==> config.mk <==
export PLATFORM = sky130hd
export DESIGN_NAME = amber48_mem_stage
export DESIGN_NICKNAME = d
export VERILOG_FILES = /design/src/rtl/amber48_pkg.sv /design/src/rtl/amber48_dmem_addr_check.sv /design/src/rtl/amber48_mem_stage.sv
export SDC_FILE = /design/constraint.sdc
export NUM_CORES = 1
export LEC_CHECK = 0
export ABC_AREA = 1
export BUFFER_PORTS_ARGS = -buffer_cell sky130_fd_sc_hd__buf_2
export CORE_AREA = 2 2 112 114
export CTS_CLUSTER_DIAMETER = 100
export DETAILED_ROUTE_END_ITERATION = 7
export DIE_AREA = 0 0 114 116
export PLACE_DENSITY = 0.89
export SYNTH_ARGS = -nofsm -noshare
export SYNTH_HDL_FRONTEND = slang
export SYNTH_HIERARCHICAL = 1
export SYNTH_SLANG_ARGS = --single-unit
==> constraint.sdc <==
create_clock -name clk -period 4.1 [get_ports clk]
set_clock_uncertainty 0.1 [all_clocks]
set_input_delay 0.205 -clock clk [delete_from_list [all_inputs] [get_ports clk]]
set_output_delay 0.205 -clock clk [all_outputs]
set_load 0.05 [all_outputs]
==> src/rtl/amber48_pkg.sv <==
// Shared amber48 types and constants: execute/regfile interfaces, trap causes,
// memory-stage state encoding and data-memory geometry.
package amber48_pkg;

  localparam int unsigned XLEN            = 48;
  localparam int unsigned DMEM_DEPTH      = 256;
  localparam int unsigned BAU_BYTES       = 8;
  localparam int unsigned NUM_REGS        = 16;
  localparam int unsigned REG_ADDR_WIDTH  = $clog2(NUM_REGS);
  localparam int unsigned DMEM_ADDR_WIDTH = $clog2(DMEM_DEPTH);
  localparam int unsigned BAU_SHIFT       = $clog2(BAU_BYTES);

  typedef logic [REG_ADDR_WIDTH-1:0] amber48_reg_t;

  localparam amber48_reg_t REG_ZERO = '0;

  typedef enum logic [1:0] {
    TRAP_NONE,
    TRAP_ILLEGAL,
    TRAP_DATA_FAULT,
    TRAP_ECALL
  } amber48_trap_e;

  typedef enum logic [1:0] {
    StIdle,
    StReq,
    StRsp,
    StDone
  } amber48_mem_state_e;

  typedef struct packed {
    logic          valid;
    logic [XLEN-1:0] result;
    logic [XLEN-1:0] store_data;
    amber48_reg_t  rd;
    logic          writeback_en;
    logic          load;
    logic          store;
    logic          trap;
    amber48_trap_e trap_cause;
  } amber48_execute_out_s;

  typedef struct packed {
    logic            valid;
    amber48_reg_t    addr_a;
    amber48_reg_t    addr_b;
    amber48_reg_t    addr_w;
    logic            we;
    logic [XLEN-1:0] wd;
  } amber48_regfile_req_s;

  // Register-file write request; writes to the zero register collapse to no request.
  function automatic amber48_regfile_req_s rf_write(input amber48_reg_t    rd,
                                                    input logic            en,
                                                    input logic [XLEN-1:0] wd);
    amber48_regfile_req_s req;
    req = '0;
    if (en && (rd != REG_ZERO)) begin
      req.valid  = 1'b1;
      req.addr_w = rd;
      req.we     = 1'b1;
      req.wd     = wd;
    end
    return req;
  endfunction

endpackage

==> src/rtl/amber48_dmem_addr_check.sv <==
// Combinational alignment and range check of a byte address against the data memory.
module amber48_dmem_addr_check
  import amber48_pkg::*;
(
  input  logic [XLEN-1:0]            addr,
  output logic [DMEM_ADDR_WIDTH-1:0] word,
  output logic                       fault
);

  localparam int unsigned HiLsb = BAU_SHIFT + DMEM_ADDR_WIDTH;

  // DMEM_DEPTH is a power of two, so out-of-range means any bit above the word index.
  always_comb begin
    word  = addr[BAU_SHIFT +: DMEM_ADDR_WIDTH];
    fault = (addr[BAU_SHIFT-1:0] != '0) || (addr[XLEN-1:HiLsb] != '0);
  end

endmodule

==> src/rtl/amber48_mem_stage.sv <==
// amber48 memory/writeback stage: data-memory access, register write and trap reporting.
// Optional response timeout in RSP enabled by defining AMBER48_MEM_TIMEOUT_EN.
module amber48_mem_stage
  import amber48_pkg::*;
#(
  parameter int unsigned TIMEOUT_CYCLES = 64
) (
  input  logic                       clk,
  input  logic                       rst_n,
  input  logic                       in_valid_i,
  output logic                       in_ready_o,
  input  amber48_execute_out_s       in_i,
  output logic                       dmem_req_valid_o,
  input  logic                       dmem_req_ready_i,
  output logic                       dmem_req_we_o,
  output logic [DMEM_ADDR_WIDTH-1:0] dmem_req_addr_o,
  output logic [XLEN-1:0]            dmem_req_wdata_o,
  input  logic                       dmem_rsp_valid_i,
  input  logic [XLEN-1:0]            dmem_rsp_data_i,
  input  logic                       dmem_rsp_err_i,
  output amber48_regfile_req_s       rf_req_o,
  output logic                       trap_o,
  output amber48_trap_e              trap_cause_o,
  output logic                       busy_o
);

  amber48_mem_state_e         state_q;
  amber48_reg_t               rd_q;
  logic                       wb_q;
  logic [DMEM_ADDR_WIDTH-1:0] word;
  logic                       addr_fault;
  logic                       mem_op;

`ifdef AMBER48_MEM_TIMEOUT_EN
  localparam int unsigned CntW = $clog2(TIMEOUT_CYCLES + 1);
  localparam logic [CntW-1:0] TmoLast = CntW'(TIMEOUT_CYCLES - 1);
  logic [CntW-1:0] tmo_cnt_q;
`endif

  amber48_dmem_addr_check u_addr_check (
    .addr  (in_i.result),
    .word  (word),
    .fault (addr_fault)
  );

  assign mem_op     = in_i.load || in_i.store;
  assign in_ready_o = (state_q == StIdle);
  assign busy_o     = (state_q != StIdle);

  always_ff @(posedge clk) begin
    if (!rst_n) begin
      state_q          <= StIdle;
      rd_q             <= REG_ZERO;
      wb_q             <= 1'b0;
      dmem_req_valid_o <= 1'b0;
      dmem_req_we_o    <= 1'b0;
      dmem_req_addr_o  <= '0;
      dmem_req_wdata_o <= '0;
      rf_req_o         <= '0;
      trap_o           <= 1'b0;
      trap_cause_o     <= TRAP_NONE;
`ifdef AMBER48_MEM_TIMEOUT_EN
      tmo_cnt_q        <= '0;
`endif
    end else begin
      // Write and trap are single-cycle pulses presented during DONE.
      rf_req_o     <= '0;
      trap_o       <= 1'b0;
      trap_cause_o <= TRAP_NONE;
      case (state_q)
        StIdle: begin
          if (in_valid_i && in_i.valid) begin
            rd_q <= in_i.rd;
            wb_q <= in_i.writeback_en;
            if (in_i.trap) begin
              state_q      <= StDone;
              trap_o       <= 1'b1;
              trap_cause_o <= in_i.trap_cause;
            end else if (in_i.load && in_i.store) begin
              state_q      <= StDone;
              trap_o       <= 1'b1;
              trap_cause_o <= TRAP_ILLEGAL;
            end else if (mem_op && addr_fault) begin
              state_q      <= StDone;
              trap_o       <= 1'b1;
              trap_cause_o <= TRAP_DATA_FAULT;
            end else if (mem_op) begin
              state_q          <= StReq;
              dmem_req_valid_o <= 1'b1;
              dmem_req_we_o    <= in_i.store;
              dmem_req_addr_o  <= word;
              dmem_req_wdata_o <= in_i.store ? in_i.store_data : '0;
            end else begin
              state_q  <= StDone;
              rf_req_o <= rf_write(in_i.rd, in_i.writeback_en, in_i.result);
            end
          end
        end
        StReq: begin
          if (dmem_req_ready_i) begin
            dmem_req_valid_o <= 1'b0;
            state_q          <= dmem_req_we_o ? StIdle : StRsp;
`ifdef AMBER48_MEM_TIMEOUT_EN
            tmo_cnt_q        <= '0;
`endif
          end
        end
        StRsp: begin
          if (dmem_rsp_valid_i) begin
            state_q <= StDone;
            if (dmem_rsp_err_i) begin
              trap_o       <= 1'b1;
              trap_cause_o <= TRAP_DATA_FAULT;
            end else begin
              rf_req_o <= rf_write(rd_q, wb_q, dmem_rsp_data_i);
            end
          end
`ifdef AMBER48_MEM_TIMEOUT_EN
          else if (tmo_cnt_q == TmoLast) begin
            state_q      <= StDone;
            trap_o       <= 1'b1;
            trap_cause_o <= TRAP_DATA_FAULT;
          end else begin
            tmo_cnt_q <= tmo_cnt_q + 1'b1;
          end
`endif
        end
        StDone:  state_q <= StIdle;
        default: state_q <= StIdle;
      endcase
    end
  end

endmodule

* Word-level counts from Yosys, hierarchy flattened
Cells that the tools add are included.
Cells by class: equal/unequal tests 10, mux-type cells 43, bitwise operators 3, reduce and logical (&&, ||, !) cells 18
Operators with widths (count):
- $mux W62 | 7
- $pmux W62 S2 | 1
- $mux W53 | 2
- $mux W48 | 1
- $reduce_bool A37 Y1 | 1
- $mux W2 | 14
- $mux W1 | 14
- $ne A2 B2 Y1 const B | 5
- $pmux W2 S4 | 1
- $reduce_bool A4 Y1 | 2
- $reduce_and A7 Y1 | 1
- $reduce_and A6 Y1 | 1
- $logic_and A1 B1 Y1 | 5
- $eq A2 B2 Y1 const B | 2
- $ne A2 B1 Y1 const B | 2
- $pmux W1 S2 | 2
- $pmux W2 S2 | 1
- $reduce_bool A2 Y1 | 2
- $not A1 Y1 | 3
- $reduce_and A3 Y1 | 1
- $reduce_bool A3 Y1 | 1
- $eq A2 B1 Y1 const B | 1
- $logic_not A2 Y1 | 1
- $logic_or A1 B1 Y1 | 2
- $reduce_and A2 Y1 | 1
Storage, ports and cells: register bits 130, bits of input ports 161, output and inout bits 125, word-level logic and storage cells 89

* Depth between registers and ports, before layout
depth in word-level cells 9, gate-level depth with buffers 13

* By module
The synthesis kept the hierarchy.
Modules (own cells, without submodules):
- amber48_mem_stage | times used 1, cells each 695, area each 5192.5 µm²
- amber48_dmem_addr_check | times used 1, cells each 41, area each 197.7 µm²

* Worst setup path after synthesis
No wires, ideal clock.
path kind register to register, start point register state_q[1], end point register dmem_req_valid_o, library setup time 124 ps, arrival 1395 ps, path slack 2482 ps, stages on the path, launching flop included 7, path buffers 0, cell sequence dfxtp_1 -> nor2_1 -> nand2_1 -> nand2_1 -> inv_1 -> nand3_1 -> a21oi_1
Between the ends: longest elaborated chain between the ends 3, elaborated cells between the ends (all ways) 11, those cells by class 7 x eq/ne; 1 x mux; 3 x reduce/logical
RTL lines:
- start, declared | RTL line amber48_mem_stage.sv:27 | amber48_mem_state_e state_q;
- start signal, assigned | RTL line amber48_mem_stage.sv:52 | state_q <= StIdle;
- start signal, assigned | RTL line amber48_mem_stage.sv:76 | state_q <= StDone;
- start signal, assigned | RTL line amber48_mem_stage.sv:80 | state_q <= StDone;
- $logic_not A2 Y1 (*)
- net in_ready_o | RTL line amber48_mem_stage.sv:11 | output logic in_ready_o,
- $ne A2 B2 Y1 (no line) (tied with other cells)
- $reduce_and A7 Y1 (no line)
- end signal, assigned | RTL line amber48_mem_stage.sv:55 | dmem_req_valid_o <= 1'b0;
- end signal, assigned | RTL line amber48_mem_stage.sv:89 | dmem_req_valid_o <= 1'b1;
- end signal, assigned | RTL line amber48_mem_stage.sv:101 | dmem_req_valid_o <= 1'b0;
- end, declared | RTL line amber48_mem_stage.sv:13 | output logic dmem_req_valid_o,
The timed path passes the listed nets; every way through them passes the cells marked *. A chain may end at the register's enable or synchronous reset.

* Worst setup path after layout
start point input in_i[83] in the netlist's numbering, end point register dmem_req_wdata_o[8]
Between the ends: longest elaborated chain between the ends 5
RTL lines:
- start, declared | RTL line amber48_mem_stage.sv:12 | input amber48_execute_out_s in_i,
- $reduce_bool A37 Y1 | RTL line amber48_dmem_addr_check.sv:15 | fault = (addr[BAU_SHIFT-1:0] != '0) || (addr[XLEN-1:HiLsb] != '0);
- $logic_or A1 B1 Y1 | RTL line amber48_dmem_addr_check.sv:15
- net addr_fault | RTL line amber48_mem_stage.sv:31 | logic addr_fault;
- $logic_and A1 B1 Y1 | RTL line amber48_mem_stage.sv:83 | end else if (mem_op && addr_fault) begin
- $not A1 Y1 (no line)
- $reduce_and A6 Y1 (no line)
- end signal, assigned | RTL line amber48_mem_stage.sv:92 | dmem_req_wdata_o <= in_i.store ? in_i.store_data : '0;
- end, declared | RTL line amber48_mem_stage.sv:17 | output logic [XLEN-1:0] dmem_req_wdata_o,
The timed path passes the listed nets, and every way through them passes these cells.

==> metrics.cfg <==
[drt]
vias = 6800
drc = 0
drt-pass1-iter-count = 7
postRouteAntennaNets = 0
routedWlPerCell_microns = 17.8
drt_wl_total_microns = 21600
drtIter0Drc = 954
viasPerCell = 5.58

[global_route]
overflow = 0
grt_pass1_vias = 6242
track_usage_pct = 32.3
grt_max_degree = 67
grt_pass1_wl_microns = 32800
antenna_found_initial = 3

[logic_synthesis]
synth_top_area_share_pct = 44.9
synth_most_common_cell = nand2_1
synth-seq-cells = 121
yosys-top-cells-count = nand2_1 (126), dfxtp_1 (121), a21oi_1 (114), nand3_1 (114)
yosys.area.top_type = dfxtp_1
synthDistinctLibCells = 27
yosys_warnings = 6
ys_seq_area_share_pct = 44.9
syn_avg_cell_area_sq_um = 7.32
syn_area_sq_mm = 0.00539
synth_edf_count = 0
netlist_instances = 736
synthFlopType = dfxtp_1
yosys-top-cells-area = dfxtp_1 (45%), a21oi_1 (11%), nand3_1 (11%)
ys_async_sr_fraction_pct = 0

[sta]
setup_tns_ps = 0
setup_viol = 0
layout_worst_path_cycle_share_pct = 72.6
rsz0062_at_grt = false
min_period_ps = 2980
timing.fmax_mhz = 336
whs_ps = 25.8
worst_pin_slew_ps = 1240
max_slew_margin_pct = 17.2
finalMaxSlewViolations = 0
hold_viol_final = 0

[clock_network]
clk_path_buf_depth = 2
cts_resized = 0
htreeDepth = 4
cts-root-buf = clkbuf_16
cts.clk_slew.worst_paths_ps = 50
clock_latency_ps = 410
clock_sinks = 121
holdBufCountCts = 89
cts-buffers-inserted = 17
cts_tree = done
post_cts_buffers = 0

[worst_setup_path]
end_kind = flip-flop
crit_arrival_ps = 3220
crit_type = in -> reg
r2r_start = state_q[0]$_SDFFE_PN0P_
crit_required_ps = 4340
rrSetupSlack_ps = 1280
r2r-end = rf_req_o[44]$_SDFF_PN0_
startpoint_type = primary input
startpoint = in_i[83]
ff2ff_path_depth = 6
critPathMaxFanout = 43

[placement]
port_buffers = 277
post-dp-hpwl_microns = 12100
dpl.cell_count = 1096
place_congestion = 0.844

[floorplanning]
chipHeight_microns = 116
core-area_sq_mm = 0.0119
die_width_microns = 114
ios = 286
rows = 40
die-area_sq_mm = 0.0132
initial_core_util_pct = 45.3

[hold_path]
whs_endpoint = rf_req_o[13]$_SDFF_PN0_
min_from = in_i[71]
hold_depth = 3
hp-class = in -> reg

[layout]
final_cells = 1219
area_growth_pct = 50.5
nets = 1218
drive_gt1_share_pct = 30.9

[run_status]
status = completed

[flow_run]
maxCapViolCount = 0

[pwr]
worst_ir_drop_vdd_uv = 221
power_density_mw_per_mm2 = 392
p_leak_nw = 3.97

-- kinds of logic after synthesis --
| family | count (synthesis) | synth area share (%) |
|---|---|---|
| compound gates | 125 | 11.7 |
| buf+inv | 139 | 12.6 |
| flops | 121 | 44.9 |
| other cells | 1 | 0.0696 |
| simple gates | 350 | 30.7 |
-- report_power, final --
| group | total [mW] | switching [mW] | internal (mW) | leakage, nW |
|---|---|---|---|---|
| Combinational | 0.451 | 0.312 | 0.139 | 2.69 |
| Sequential | 1.20 | 0.0109 | 1.19 | 0.976 |
| Clock | 1.53 | 0.519 | 1.01 | 0.299 |
| Total | 3.18 | 0.842 | 2.34 | 3.97 |
-- sequential cells by signal (all words and copies together), names as in the netlist --
signal,cells
dmem_req_addr_o,8
dmem_req_valid_o,1
dmem_req_wdata_o,48
dmem_req_we_o,1
rd_q,4
rf_req_o,53
state_q,2
trap_cause_o,2
trap_o,1
wb_q,1
-- cells in the final DEF (no fill, tap or decap), types with 2 or more instances in the layout --
cell and count:
inv_2 4, nor2_4 4, nand4_1 55, conb_1 8, nor3_1 5, nor2_1 39
clkbuf_16 17, nand3_1 114, dfxtp_1 121, o21ai_0 7, clkbuf_8 4, nand2_2 3
a21oi_1 114, buf_4 9, buf_2 277, inv_1 55, clkbuf_1 2, o21ai_1 2
bufinv_16 3, nand2_1 124, clkinv_2 4, dlygate4sd3_1 89, diode_2 3
-- per-layer routing --
metal / track usage, % / share of wire (%)
met1: 35.9 / 35
met4: 16.0 / 5.6
met2: 53.4 / 47
met5: 0 / 0.055
met3: 13.5 / 12
-- layout make-up --
| cell class | instances | area, sq um |
|---|---|---|
| inverter | 59 | 221 |
| clock inverter | 8 | 118 |
| timing repair buffer | 375 | 2340 |
| clock buffer | 23 | 488 |
| sequential | 121 | 2420 |
| fill | 930 | 3800 |
| multi-input combinational | 483 | 2330 |
| tap | 147 | 184 |
| antenna | 3 | 7.51 |
-- critical path: stages --
cell	delay, ps
dlygate4sd3_1	560
buf_2	140
nor2_1	130
nand2_1	90
nor2_1	130
nand2_1	180
nor2_1	210
nand2_1	120
inv_1	90
o21ai_1	100
nor2_4	710
buf_4	290
nand3_1	80
a21oi_1	170
-- per-stage QoR --
step / worst slack, ps / power [mW] / cell area [sq um] / util, %
after detailed placement: 1510 / 1.61 / 6610 / 55.5
after floorplan: 2480 / 1.49 / 5420 / -
after global placement: 1550 / 1.61 / 6610 / 55.5
final: 1120 / 3.18 / 8110 / 68.1
after global routing: 952 / 3.29 / 8110 / 68.1
after CTS: 1470 / 3.18 / 8110 / 68.1
-- worst max-delay path by stage --
stage                                             end  slack (ps)
floorplan               dmem_req_valid_o$_SDFFE_PN0P_        2480
global route        dmem_req_wdata_o[15]$_SDFFE_PN0P_         950
finish               dmem_req_wdata_o[8]$_SDFFE_PN0P_        1120
detailed placement  dmem_req_wdata_o[18]$_SDFFE_PN0P_        1510
global placement    dmem_req_wdata_o[14]$_SDFFE_PN0P_        1550
CTS                           rf_req_o[23]$_SDFF_PN0_        1470
Note: power is estimated with default switching activity, not from simulation.
